--- config.mk ---
export PLATFORM = sky130hd
export DESIGN_NAME = countdown_timer_bcd
export DESIGN_NICKNAME = d
export VERILOG_FILES = /design/src/rtl/countdown_timer_bcd.sv
export SDC_FILE = /design/constraint.sdc
export NUM_CORES = 1
export LEC_CHECK = 0
export CORE_MARGIN = 2
export CORE_UTILIZATION = 40
export DETAILED_ROUTE_END_ITERATION = 8
export PLACE_DENSITY = 0.66
export SLEW_MARGIN = 10
export SYNTH_ARGS = -nofsm -noshare
export SYNTH_HDL_FRONTEND = slang
export SYNTH_SLANG_ARGS = --single-unit
--- constraint.sdc ---
create_clock -name clk -period 2.8 [get_ports clk]
set_clock_uncertainty 0.15 [all_clocks]
set_input_delay 0.28 -clock clk [delete_from_list [all_inputs] [get_ports clk]]
set_output_delay 0.28 -clock clk [all_outputs]
set_load 0.02 [all_outputs]
--- src/rtl/countdown_timer_bcd.sv ---
// MM:SS BCD countdown driven by rising edges of an asynchronous 1 Hz input.
// Optional warn blink is enabled by defining WARN_BLINK_EN; otherwise warn is tied low.
module countdown_timer_bcd #(
  parameter logic [7:0] INIT_MIN = 8'h01,
  parameter logic [7:0] INIT_SEC = 8'h30
) (
  input  logic       clk,
  input  logic       rst,
  input  logic       slow_clk_in,
  input  logic       load,
  input  logic [7:0] load_min,
  input  logic [7:0] load_sec,
  input  logic       start,
  input  logic       pause,
  output logic [7:0] min_bcd,
  output logic [7:0] sec_bcd,
  output logic       running,
  output logic       expired,
  output logic       done,
  output logic       warn
);

  typedef enum logic [1:0] {IDLE, RUN, PAUSE, EXPIRED} state_t;

  state_t      state, state_next;
  logic        s1, s2, s3;
  logic        sec_tick;
  logic        ctl_start, ctl_pause;
  logic        count_zero;
  logic [15:0] dec;
  logic [7:0]  min_next, sec_next;
  logic        done_next;

  function automatic logic [3:0] clamp_digit(input logic [3:0] d, input logic [3:0] lim);
    return (d > lim) ? lim : d;
  endfunction

  // One-second BCD decrement of MM:SS; 00:00 is returned unchanged.
  function automatic logic [15:0] dec_bcd(input logic [7:0] m, input logic [7:0] s);
    logic [7:0] mo;
    logic [7:0] so;
    mo = m;
    so = s;
    if (s[3:0] != 4'd0) begin
      so[3:0] = s[3:0] - 4'd1;
    end else if (s[7:4] != 4'd0) begin
      so[7:4] = s[7:4] - 4'd1;
      so[3:0] = 4'd9;
    end else if (m != 8'h00) begin
      so = 8'h59;
      if (m[3:0] != 4'd0) begin
        mo[3:0] = m[3:0] - 4'd1;
      end else begin
        mo[7:4] = m[7:4] - 4'd1;
        mo[3:0] = 4'd9;
      end
    end
    return {mo, so};
  endfunction

  assign sec_tick   = s2 & ~s3;
  assign ctl_start  = start & ~pause;
  assign ctl_pause  = pause & ~start;
  assign count_zero = (min_bcd == 8'h00) && (sec_bcd == 8'h00);
  assign dec        = dec_bcd(min_bcd, sec_bcd);

  always_comb begin
    state_next = state;
    min_next   = min_bcd;
    sec_next   = sec_bcd;
    done_next  = 1'b0;
    if (load) begin
      min_next   = {clamp_digit(load_min[7:4], 4'd9), clamp_digit(load_min[3:0], 4'd9)};
      sec_next   = {clamp_digit(load_sec[7:4], 4'd5), clamp_digit(load_sec[3:0], 4'd9)};
      state_next = IDLE;
    end else begin
      case (state)
        IDLE: begin
          if (ctl_start) begin
            if (count_zero) begin
              state_next = EXPIRED;
              done_next  = 1'b1;
            end else begin
              state_next = RUN;
            end
          end
        end
        RUN: begin
          if (ctl_pause) state_next = PAUSE;
          // A tick coinciding with pause still counts; reaching zero wins over pause.
          if (sec_tick && !count_zero) begin
            min_next = dec[15:8];
            sec_next = dec[7:0];
            if (dec == 16'h0000) begin
              state_next = EXPIRED;
              done_next  = 1'b1;
            end
          end
        end
        PAUSE: begin
          if (ctl_start) state_next = RUN;
        end
        default: begin
        end
      endcase
    end
  end

  always_ff @(posedge clk) begin
    if (rst) begin
      s1      <= 1'b0;
      s2      <= 1'b0;
      s3      <= 1'b0;
      state   <= IDLE;
      min_bcd <= INIT_MIN;
      sec_bcd <= INIT_SEC;
      running <= 1'b0;
      expired <= 1'b0;
      done    <= 1'b0;
    end else begin
      s1      <= slow_clk_in;
      s2      <= s1;
      s3      <= s2;
      state   <= state_next;
      min_bcd <= min_next;
      sec_bcd <= sec_next;
      running <= (state_next == RUN);
      expired <= (state_next == EXPIRED);
      done    <= done_next;
    end
  end

`ifdef WARN_BLINK_EN
  logic warn_next;

  // Blink follows the post-update count and state, so the tick reaching 00:10 is the first toggle.
  always_comb begin
    warn_next = 1'b0;
    if ((state_next == RUN || state_next == PAUSE) &&
        (min_next == 8'h00) && (sec_next <= 8'h10)) begin
      warn_next = sec_tick ? ~warn : warn;
    end
  end

  always_ff @(posedge clk) begin
    if (rst) warn <= 1'b0;
    else     warn <= warn_next;
  end
`else
  assign warn = 1'b0;
`endif

endmodule

-- Word level (Yosys, flattened, before mapping)
Index checks and enable logic that the tools add are counted.
- bits of input ports: 22
- register bits: 24
- word-level logic and storage cells: 74
- multiplexer cells: 32
- bitwise logic cells: 6
- add/subtract/negate cells: 4
- reductions and logical operators: 15
- magnitude comparators: 4
- equal/unequal tests: 4
- operators by type and width (operator ; count):
    $mux 8 ; 11
    $mux 4 ; 8
    $logic_not 16->1 ; 1
    $logic_not 8->1 ; 2
    $sub 4x1->4 const B ; 4
    $mux 2 ; 7
    $gt 4x4->1 const B ; 3
    $reduce_bool 4->1 ; 3
    $reduce_bool 8->1 ; 1
    $pmux 2 s3 ; 1
    $eq 2x1->1 const B ; 2
    $eq 2x2->1 const B ; 2
    $gt 4x3->1 const B ; 1
    $mux 1 ; 4
    $reduce_bool 2->1 ; 2
    $and 1x1->1 ; 3
    $not 1->1 ; 3
    $logic_and 1x1->1 ; 2
    $logic_not 2->1 ; 1
    $pmux 1 s2 ; 1
    $reduce_and 2->1 ; 1
    $reduce_or 2->1 ; 1
    $logic_not 1->1 ; 1

-- Depth between registers and ports, before layout
Gate-level depths: netlist (run 1).
- depth after elaboration: 11
- mapped depth: 8
- depth with buffers taken out: 7

-- Worst setup path after synthesis (run 1)
Ideal clock, no wire load.
- path type: reg2reg
- start: register sec_bcd[0]
- end: register running
- path slack: 436 ps
- clock period less this slack: 2364 ps
- setup time: 134 ps
- stages on the path, launching flop included: 9
- required time: 2516 ps
- path buffers: 1
- data arrival time: 2080 ps
- cell sequence: dfxtp_1 inv_1 ha_1 or3b_1 buf_2 o31a_1 a2111oi_4 and4_1 o31ai_1
- longest elaborated chain between the ends: 9
- elaborated cells on any way between the ends: 19
- those cells by class: add/sub (1); eq/ne (1); mux (11); reduce/logical (6)
- ends and longest elaborated chain (what ; RTL line ; RTL):
    start: declaration ; 16 ; output logic [7:0] sec_bcd,
    start signal: assignment ; 126 ; sec_bcd <= sec_next;
    branches (longest 6 deep; another with $sub 4x1->4) ; -- ;
    $pmux 2 s3 * ; 77 ; case (state)
    $mux 2 * ; 72 ; if (load) begin
    $eq 2x1->1 * ; 127 ; running <= (state_next == RUN);
    end signal: assignment ; 127 ;
    end: declaration ; 17 ; output logic running,
Mark *: on every way between the ends.
A chain may end at the register's enable or synchronous reset.

-- Worst setup path in the final report (run 1)
- start: register sec_bcd[4]
- end: register min_bcd[4]
- longest elaborated chain between the ends: 6
- elaborated cells on any way between the ends: 12
- those cells by class: mux (5); reduce/logical (7)
- ends and longest elaborated chain (what ; RTL line ; RTL):
    $reduce_bool 4->1 or $logic_not 8->1 (tied branches) ; 46, 64 ;
    $mux 8 or $logic_and 1x1->1 (tied branches) ; 46, 64 ;
    $mux 8 or $logic_not 1->1 (tied branches) ; 44, 91 ;
    $mux 8 or $logic_and 1x1->1 (tied branches) ; 91 ; if (sec_tick && !count_zero) begin
    $mux 8 or $reduce_bool 2->1 (tied branches) ; -- ;
    $mux 8 or $reduce_and 2->1 (tied branches) ; -- ;
    end signal: assignment ; 125 ; min_bcd <= min_next;
    end: declaration ; 15 ; output logic [7:0] min_bcd,
Parallel ways exist; a longest one is shown, timed or not. The select of a mux whose other input is x is not followed.

==> flow_summary.yaml, run 1 <==
timing:
  setup_violations: 0
  fin_ws_ns: 0.258
  fin_tns_setup_ns: 0
  fmax_mhz: 393
  tightest_slew_ns: 0.524
  hold_violations: 0
  finalCriticalPeriod_ns: 2.54
  rsz0062_at_grt: "false"
  max-slew-margin-rel: 0.646
  fin_crit_sh: 0.908
  maxSlewViolCount: 0
worst_setup_path:
  cp-end-kind: "register"
  cp_cell_sequence: "inv_1 -> ha_1 -> or3b_1 -> nor3_1 -> nand2_1 -> xnor2_1 -> a221oi_1"
  slowest_delay_ns: 0.50
  critPathBufInv: 1
  worstPathRequired_ns: 2.83
  critPathSlowestCell: "or3b_1"
  path_delay_family: "simple AND/OR/NAND/NOR gates"
  path_class: "register to register"
  cp.arrival_ns: 2.58
  worst-r2r-cell-count: 7
  path_max_fanout: 7
  critPathLaunchType: "register"
  crit_cells: 7
die:
  die_h_um: 67.7
  placeableCoreArea_um2: 3940
  die_area_um2: 4580
  initial_core_util: 0.412
  die_w_um: 67.7
  io_pins: 42
  std_cell_rows: 23
cells_and_area:
  num-nets-final: 270
  drive_above_1_share: 0.0741
  finalInstanceArea_um2: 2170
  nFillCells: 366
  n_antenna_cell: 0
  final-instance-count-excl-fill: 293
  syn_to_final_growth_pct: 33.5
  final_core_util: 0.550
global_routing:
  grt_pass1_vias: 1491
  antenna_found_initial: 0
  grt_max_degree: 20
  grt_pass1_wl_um: 7180
  grt_usage: 0.208
  grt_overflow: 0
clocking:
  clk_root_buffer_cell: "clkbuf_8"
  cts_sinks: 24
  clk_pin_slew_ns: 0.10
  post_cts_resized: 0
  clk_latency_ns: 0.28
  cts_setup_buffers: 0
  cts_buffers: 3
  htreeDepth: 1
  cts.path.max_buffers: 2
  cts_tree: "yes"
  hold_buffers: 0
logic_synthesis:
  yosysSeqAreaShare: 0.296
  synth_top_area_frac: 0.296
  async_flop_share: 0
  synth_cells: 202
  synth.top_cells.by_area: "dfxtp_1 (30%), nor2_1 (5.1%), a21oi_1 (4.6%)"
  synth_area_leader_cell: "dfxtp_1"
  ys.flop_type: "dfxtp_1"
  syn_area_um2: 1620
  yosys_warnings: 0
  synth-edff-count: 0
  synth_seq_cells: 24
  synth_cell_types: 54
  syn_avg_cell_area_um2: 8.03
  synth_nets: 228
placement:
  portBuffers: 40
  dpl.hpwl_um: 3210
  dp.cells: 289
  gp_congestion: 0.897
  dpl_cell_area_um2: 2100
  pre_cts_ws_ns: 0.329
pwr:
  power.density_nw_per_um2: 418
  power_leakage_nw: 0.773
  max-vdd-ir-drop_mv: 0.273
routing:
  avgViaCountPerCell: 5.70
  drt_iter0_markers: 102
  num_vias: 1670
  drc_errors: 0
  wl_um: 4190
  wire_per_inst_um: 14.3
  drtPass1Iterations: 4
  antenna_left: 0
worst_hold_path:
  hold_path.class: "register to register"
  min_path_cells: 1
run:
  cap_violations: 0
run_status:
  status: "finished, final reports clean"
==> cell type report <==
cell class              count  area, um2  area share
clock inverters             1       30.0      0.0139
clock buffers               3       41.3      0.0191
flip-flops and latches     24        480       0.222
repair buffers             47        453       0.209
multi-input cells         160       1070       0.494
inverters                   8       30.0      0.0139
well taps                  50       62.6      0.0289
==> flip-flops by register name (all words and copies together) (netlist names) <==
register  count
sec_bcd       8
state         2
s3            1
running       1
expired       1
s2            1
s1            1
done          1
min_bcd       8
==> cells in the mapped netlist, drive strengths merged, types with 2 or more instances <==
| cell type | number |
|---|---|
| nand3b | 3 |
| or4 | 2 |
| o21bai | 2 |
| dfxtp | 24 |
| nor3b | 5 |
| nor4b | 2 |
| buf | 2 |
| a211o | 2 |
| nand2 | 8 |
| xnor2 | 2 |
| a31oi | 2 |
| or3b | 2 |
| clkbuf | 8 |
| nand4 | 5 |
| or3 | 2 |
| a41oi | 4 |
| mux2i | 3 |
| a221oi | 4 |
| nand2b | 4 |
| o211ai | 2 |
| xor2 | 2 |
| nor3 | 5 |
| nor2b | 6 |
| o21ai | 10 |
| nand4b | 4 |
| nor4 | 3 |
| and3b | 2 |
| ha | 4 |
| o311ai | 3 |
| nor2 | 22 |
| o31ai | 2 |
| a21oi | 15 |
| nand3 | 10 |
| inv | 8 |
| a21o | 2 |
| o31a | 3 |
==> metal layers <==
layer,GRT usage,share of wire,up-vias
li1,-,-,844
met3,0.0250,0.039,6
met2,0.304,0.45,48
met1,0.310,0.49,772
met5,0,0,-
met4,0.0740,0.015,0
==> worst reg2reg max path, cell delays in order, from the launching register on <==
cell      delay, ns
dfxtp_1        0.39
inv_1          0.09
ha_1           0.25
or3b_1         0.50
nor3_1         0.50
nand2_1        0.13
xnor2_1        0.16
a221oi_1       0.28
==> cells by family after synthesis <==
kind of cell               Yosys count  synth area share
muxes                                3            0.0185
adders and majority gates            4            0.0308
other                                1           0.00231
DFF                                 24             0.296
buffers and inverters               18            0.0447
xor gates and xnor gates             4            0.0216
and+or+nand+nor                     91             0.335
AOI/OAI and AO/OA                   57             0.251
==> where the power goes <==
| group | leakage (nW) | switching, mW | internal (mW) | total [mW] |
|---|---|---|---|---|
| combinational | 0.540 | 0.105 | 0.102 | 0.207 |
| sequential | 0.197 | 0.0257 | 0.357 | 0.383 |
| clock | 0.0357 | 0.125 | 0.191 | 0.316 |
==> placed cells by master, fill, tap and decap left out, types with 5 or more instances in the layout <==
cell type / count
buf_4: 7
o21ai_0: 9
inv_1: 8
nand4_1: 5
dfxtp_1: 24
nor2_1: 22
a21oi_1: 15
clkdlybuf4s50_1: 40
nor3_1: 5
nand3_1: 10
nor2b_1: 6
nand2_1: 8
==> through the flow <==
| stage | hold slack, ns | power, mW |
|---|---|---|
| after floorplan | 0.258 | 0.504 |
| after global placement | 0.274 | 0.597 |
| after detailed placement | 0.277 | 0.596 |
| after CTS | 0.298 | 0.904 |
| after global routing | 0.310 | 0.949 |
| final | 0.293 | 0.906 |
==> final timing paths <==
| check | start | endpoint | slack [ns] |
|---|---|---|---|
| worst max-delay path | sec_bcd[4] | min_bcd[4] | 0.26 |
| worst min-delay path | s1 | s2 | 0.29 |
| worst max register to register | sec_bcd[4] | min_bcd[4] | 0.26 |
| worst min register to register | s1 | s2 | 0.29 |
Power figures use the tool's default switching activity.
==> run 2, diff against run 1 <==
CORE_UTILIZATION = 45   (was 40)
PLACE_DENSITY = 0.73   (was 0.66)
==> flow_summary.yaml, run 2 (synthesis results as in run 1) <==
run_status:
  status: "finished, final reports clean"
timing:
  fmax_mhz: 389
  hold_violations: 0
  fin_crit_sh: 0.918
  finalCriticalPeriod_ns: 2.57
  tightest_slew_ns: 0.630
  setup_violations: 0
  fin_ws_ns: 0.229
  fin_tns_setup_ns: 0
  maxSlewViolCount: 0
  rsz0062_at_grt: "false"
  hold-worst-slack_ns: 0.306
  max-slew-margin-rel: 0.574
pwr:
  p_sw_frac: 0.320
  pwr-share-seq: 0.511
  power_leakage_nw: 0.747
  p_total_uw: 749
  clockPowerShare: 0.209
  switchingPower_uw: 240
  power.density_nw_per_um2: 356
  p_int_uw: 509
  max-vdd-ir-drop_mv: 0.177
  p_comb_frac: 0.280
global_routing:
  grt_overflow: 0
  grtUsageMet3: 0.0299
  top_usage_layer: "met2"
  use_met1: 0.291
  use_met2: 0.363
  grt_pass1_vias: 1596
  grt_max_degree: 16
  grt_usage: 0.219
  antenna_found_initial: 0
  grt_pass1_wl_um: 7190
clocking:
  htreeDepth: 1
  cts_setup_buffers: 0
  clk_pin_slew_ns: 0.13
  hold_buffers: 0
  cts.path.max_buffers: 2
  clk_latency_ns: 0.32
  post_cts_resized: 0
  cts_tree: "yes"
  cts_buffers: 3
  cts_sinks: 24
  clk_root_buffer_cell: "clkbuf_4"
cells_and_area:
  num-nets-final: 269
  final_cell_mix: "clkdlybuf4s50_1 (40), dfxtp_1 (24), nor2_1 (22)"
  final_core_util: 0.621
  syn_to_final_growth_pct: 29.8
  final_common_cell: "clkdlybuf4s50_1"
  n_antenna_cell: 0
  largest_registers: "min_bcd (8), sec_bcd (8), state (2)"
  drive_above_1_share: 0.0664
  multi_input_area_um2: 1070
  nFillCells: 307
  regArea_um2: 480
die:
  placeableCoreArea_um2: 3390
  std_cell_rows: 21
  initial_core_util: 0.479
  die_area_um2: 4100
  die_w_um: 64.1
  die_h_um: 64.1
  io_pins: 42
routing:
  drt_iter0_markers: 106
  drtPass1Iterations: 4
  wl_um: 4440
  wire_per_inst_um: 15.5
  antenna_left: 0
  avgViaCountPerCell: 6.07
  num_vias: 1742
  drc_errors: 0
placement:
  dpl.hpwl_um: 3420
  pre_cts_ws_ns: 0.362
  gp_congestion: 0.967
  portBuffers: 40
worst_setup_path:
  critPathBufInv: 1
  cp_cell_sequence: "inv_1 -> ha_1 -> or3b_1 -> o41ai_1 -> o311ai_1 -> and4_1 -> o31ai_1"
  slowest_delay_ns: 0.49
  path_max_fanout: 7
  path_class: "register to register"
  path_delay_family: "compound AO/OA/AOI/OAI gates"
  worstPathRequired_ns: 2.89
  critPathSlowestCell: "or3b_1"
  cp-end-kind: "register"
  critPathLaunchType: "register"
  cp.arrival_ns: 2.66
run:
  cap_violations: 0
worst_hold_path:
  hold_path.class: "register to register"
[run 2: worst reg2reg max path, delay by kind of cell, from the launching register on]
kind	cells	cell delay (ns)
buffers and inverters	1	0.08
AOI/OAI and AO/OA	3	0.92
and+or+nand+nor	2	0.71
adders and majority gates	1	0.25
DFF	1	0.39
[run 2: path summary, 6_finish.rpt]
| kind | start | end | slack, ns | depth (start not counted) |
|---|---|---|---|---|
| max | sec_bcd[4] | running | 0.23 | 7 |
| min | s1 | s2 | 0.31 | 1 |
| max reg2reg | sec_bcd[4] | running | 0.23 | 7 |
| min reg2reg | s1 | s2 | 0.31 | 1 |
[run 2: layout make-up]
class	instances	share of cell area
Tap cell	46	0.0273
Timing Repair Buffer	46	0.212
Inverter	8	0.0143
Sequential cell	24	0.228
Multi-Input combinational cell	160	0.508
Clock buffer	3	0.0107
[run 2: stage by stage]
stage                     cells  area [um2]
after floorplan             202        1620
after global routing        287        2110
after global placement      284        2080
final                       287        2110
after detailed placement    284        2080
after CTS                   287        2110
[run 2: power groups by stage]
stage | Clock [mW] | Sequential (mW) | Combinational (mW)
final | 0.157 | 0.383 | 0.210
after global routing | 0.172 | 0.387 | 0.226
after CTS | 0.161 | 0.382 | 0.208
after detailed placement | 0 | 0.390 | 0.206
after global placement | 0 | 0.388 | 0.203
after floorplan | 0 | 0.400 | 0.104
[run 2: routing by layer]
metal	up-vias	wire length [um]
li1	852	-
met3	6	210
met5	-	0
met4	0	56
met1	830	2050
met2	54	2120
==> run 3, diff against run 2 <==
MAX_ROUTING_LAYER = met4   (was unset)
==> flow_summary.yaml, run 3 (synthesis results as in run 1) <==
pwr:
  power.density_nw_per_um2: 370
  pwr-share-seq: 0.486
  p_sw_frac: 0.314
  clockPowerShare: 0.246
  max-vdd-ir-drop_mv: 0.203
  p_int_uw: 540
  switchingPower_uw: 248
  power_leakage_nw: 0.756
  p_comb_frac: 0.268
timing:
  fmax_mhz: 396
  maxSlewViolCount: 0
  finalCriticalPeriod_ns: 2.52
  rsz0062_at_grt: "false"
  fin_tns_setup_ns: 0
  tightest_slew_ns: 0.656
  fin_crit_sh: 0.901
  max-slew-margin-rel: 0.557
  setup_violations: 0
  hold_violations: 0
die:
  die_w_um: 64.1
  io_pins: 42
  die_h_um: 64.1
  initial_core_util: 0.479
  std_cell_rows: 21
  placeableCoreArea_um2: 3390
  die_area_um2: 4100
global_routing:
  grt_max_degree: 16
  grtUsageMet3: 0.0211
  use_met1: 0.302
  grt_usage: 0.228
  antenna_found_initial: 0
  use_met2: 0.376
  top_usage_layer: "met2"
  grt_overflow: 0
  grt_pass1_vias: 1575
  grt_pass1_wl_um: 7260
worst_hold_path:
  hold_path.class: "register to register"
  min_path_cells: 1
routing:
  num_vias: 1713
  wire_per_inst_um: 15.3
  drc_errors: 0
  drtPass1Iterations: 4
  wl_um: 4400
  drt_iter0_markers: 97
  avgViaCountPerCell: 5.95
  antenna_left: 0
worst_setup_path:
  worst-r2r-cell-count: 7
  cp.arrival_ns: 2.59
  worstPathRequired_ns: 2.87
  cp-end-kind: "register"
  path_max_fanout: 7
  critPathLaunchType: "register"
  path_class: "register to register"
placement:
  dpl.hpwl_um: 3430
  dp.cells: 284
  portBuffers: 40
  gp_congestion: 0.986
cells_and_area:
  final-instance-count-excl-fill: 288
  largest_registers: "min_bcd (8), sec_bcd (8), state (2)"
  n_antenna_cell: 0
  drive_above_1_share: 0.0744
  final_cell_mix: "clkdlybuf4s50_1 (40), dfxtp_1 (24), nor2_1 (22)"
  syn_to_final_growth_pct: 31.0
  final_common_cell: "clkdlybuf4s50_1"
  final_core_util: 0.627
  nFillCells: 301
  num-nets-final: 269
clocking:
  htreeDepth: 1
  clk_root_buffer_cell: "clkbuf_4"
  clk_latency_ns: 0.33
  cts_setup_buffers: 0
  cts_tree: "yes"
  cts_buffers: 3
  cts.path.max_buffers: 2
  clk_pin_slew_ns: 0.14
  hold_buffers: 0
  post_cts_resized: 0
  cts_sinks: 24
run_status:
  status: "finished, final reports clean"
run:
  cap_violations: 0
-- run 3: through the flow --
stage          cell area (um2)  worst slack (ns)  hold slack, ns  total power, mW
2_1_floorplan             1620             0.436           0.258            0.504
3_3_place_gp              2080             0.388           0.279            0.591
3_5_place_dp              2080             0.343           0.279            0.596
4_1_cts                   2120             0.287           0.308            0.786
5_1_grt                   2130             0.111           0.314            0.822
6_report                  2130             0.277           0.309            0.787
-- run 3: cell type report --
cell class	count	area (um2)	area share
well taps	46	57.6	0.0271
inverters	8	30.0	0.0141
multi-input cells	160	1080	0.506
repair buffers	46	445	0.210
clock buffers	4	36.3	0.0171
flip-flops and latches	24	480	0.226
-- run 3: final timing paths --
path / end / slack, ns / startpoint
max: state[1] / 0.28 / sec_bcd[4]
min: s2 / 0.31 / s1
max reg2reg: state[1] / 0.28 / sec_bcd[4]
min reg2reg: s2 / 0.31 / s1
-- run 3: layer usage --
layer,routed length [um],part of all wire
met3,202,0.046
met5,0,0
met1,2010,0.46
met2,2140,0.49
met4,46,0.010
-- run 3: power by group through the flow --
stage	Combinational, mW	Sequential [mW]	Clock, mW
global route	0.229	0.387	0.207
CTS	0.208	0.382	0.196
global placement	0.203	0.388	0
detailed placement	0.206	0.389	0
finish	0.211	0.383	0.193
floorplan	0.104	0.400	0
-- run 3: worst max-delay path, cell delays in order (launching register included) --
cell and delay, ns:
dfxtp_1 0.40, inv_1 0.09, ha_1 0.24, or3b_1 0.49, o41ai_1 0.40, o311ai_1 0.25, a41oi_1 0.29, a21oi_1 0.11
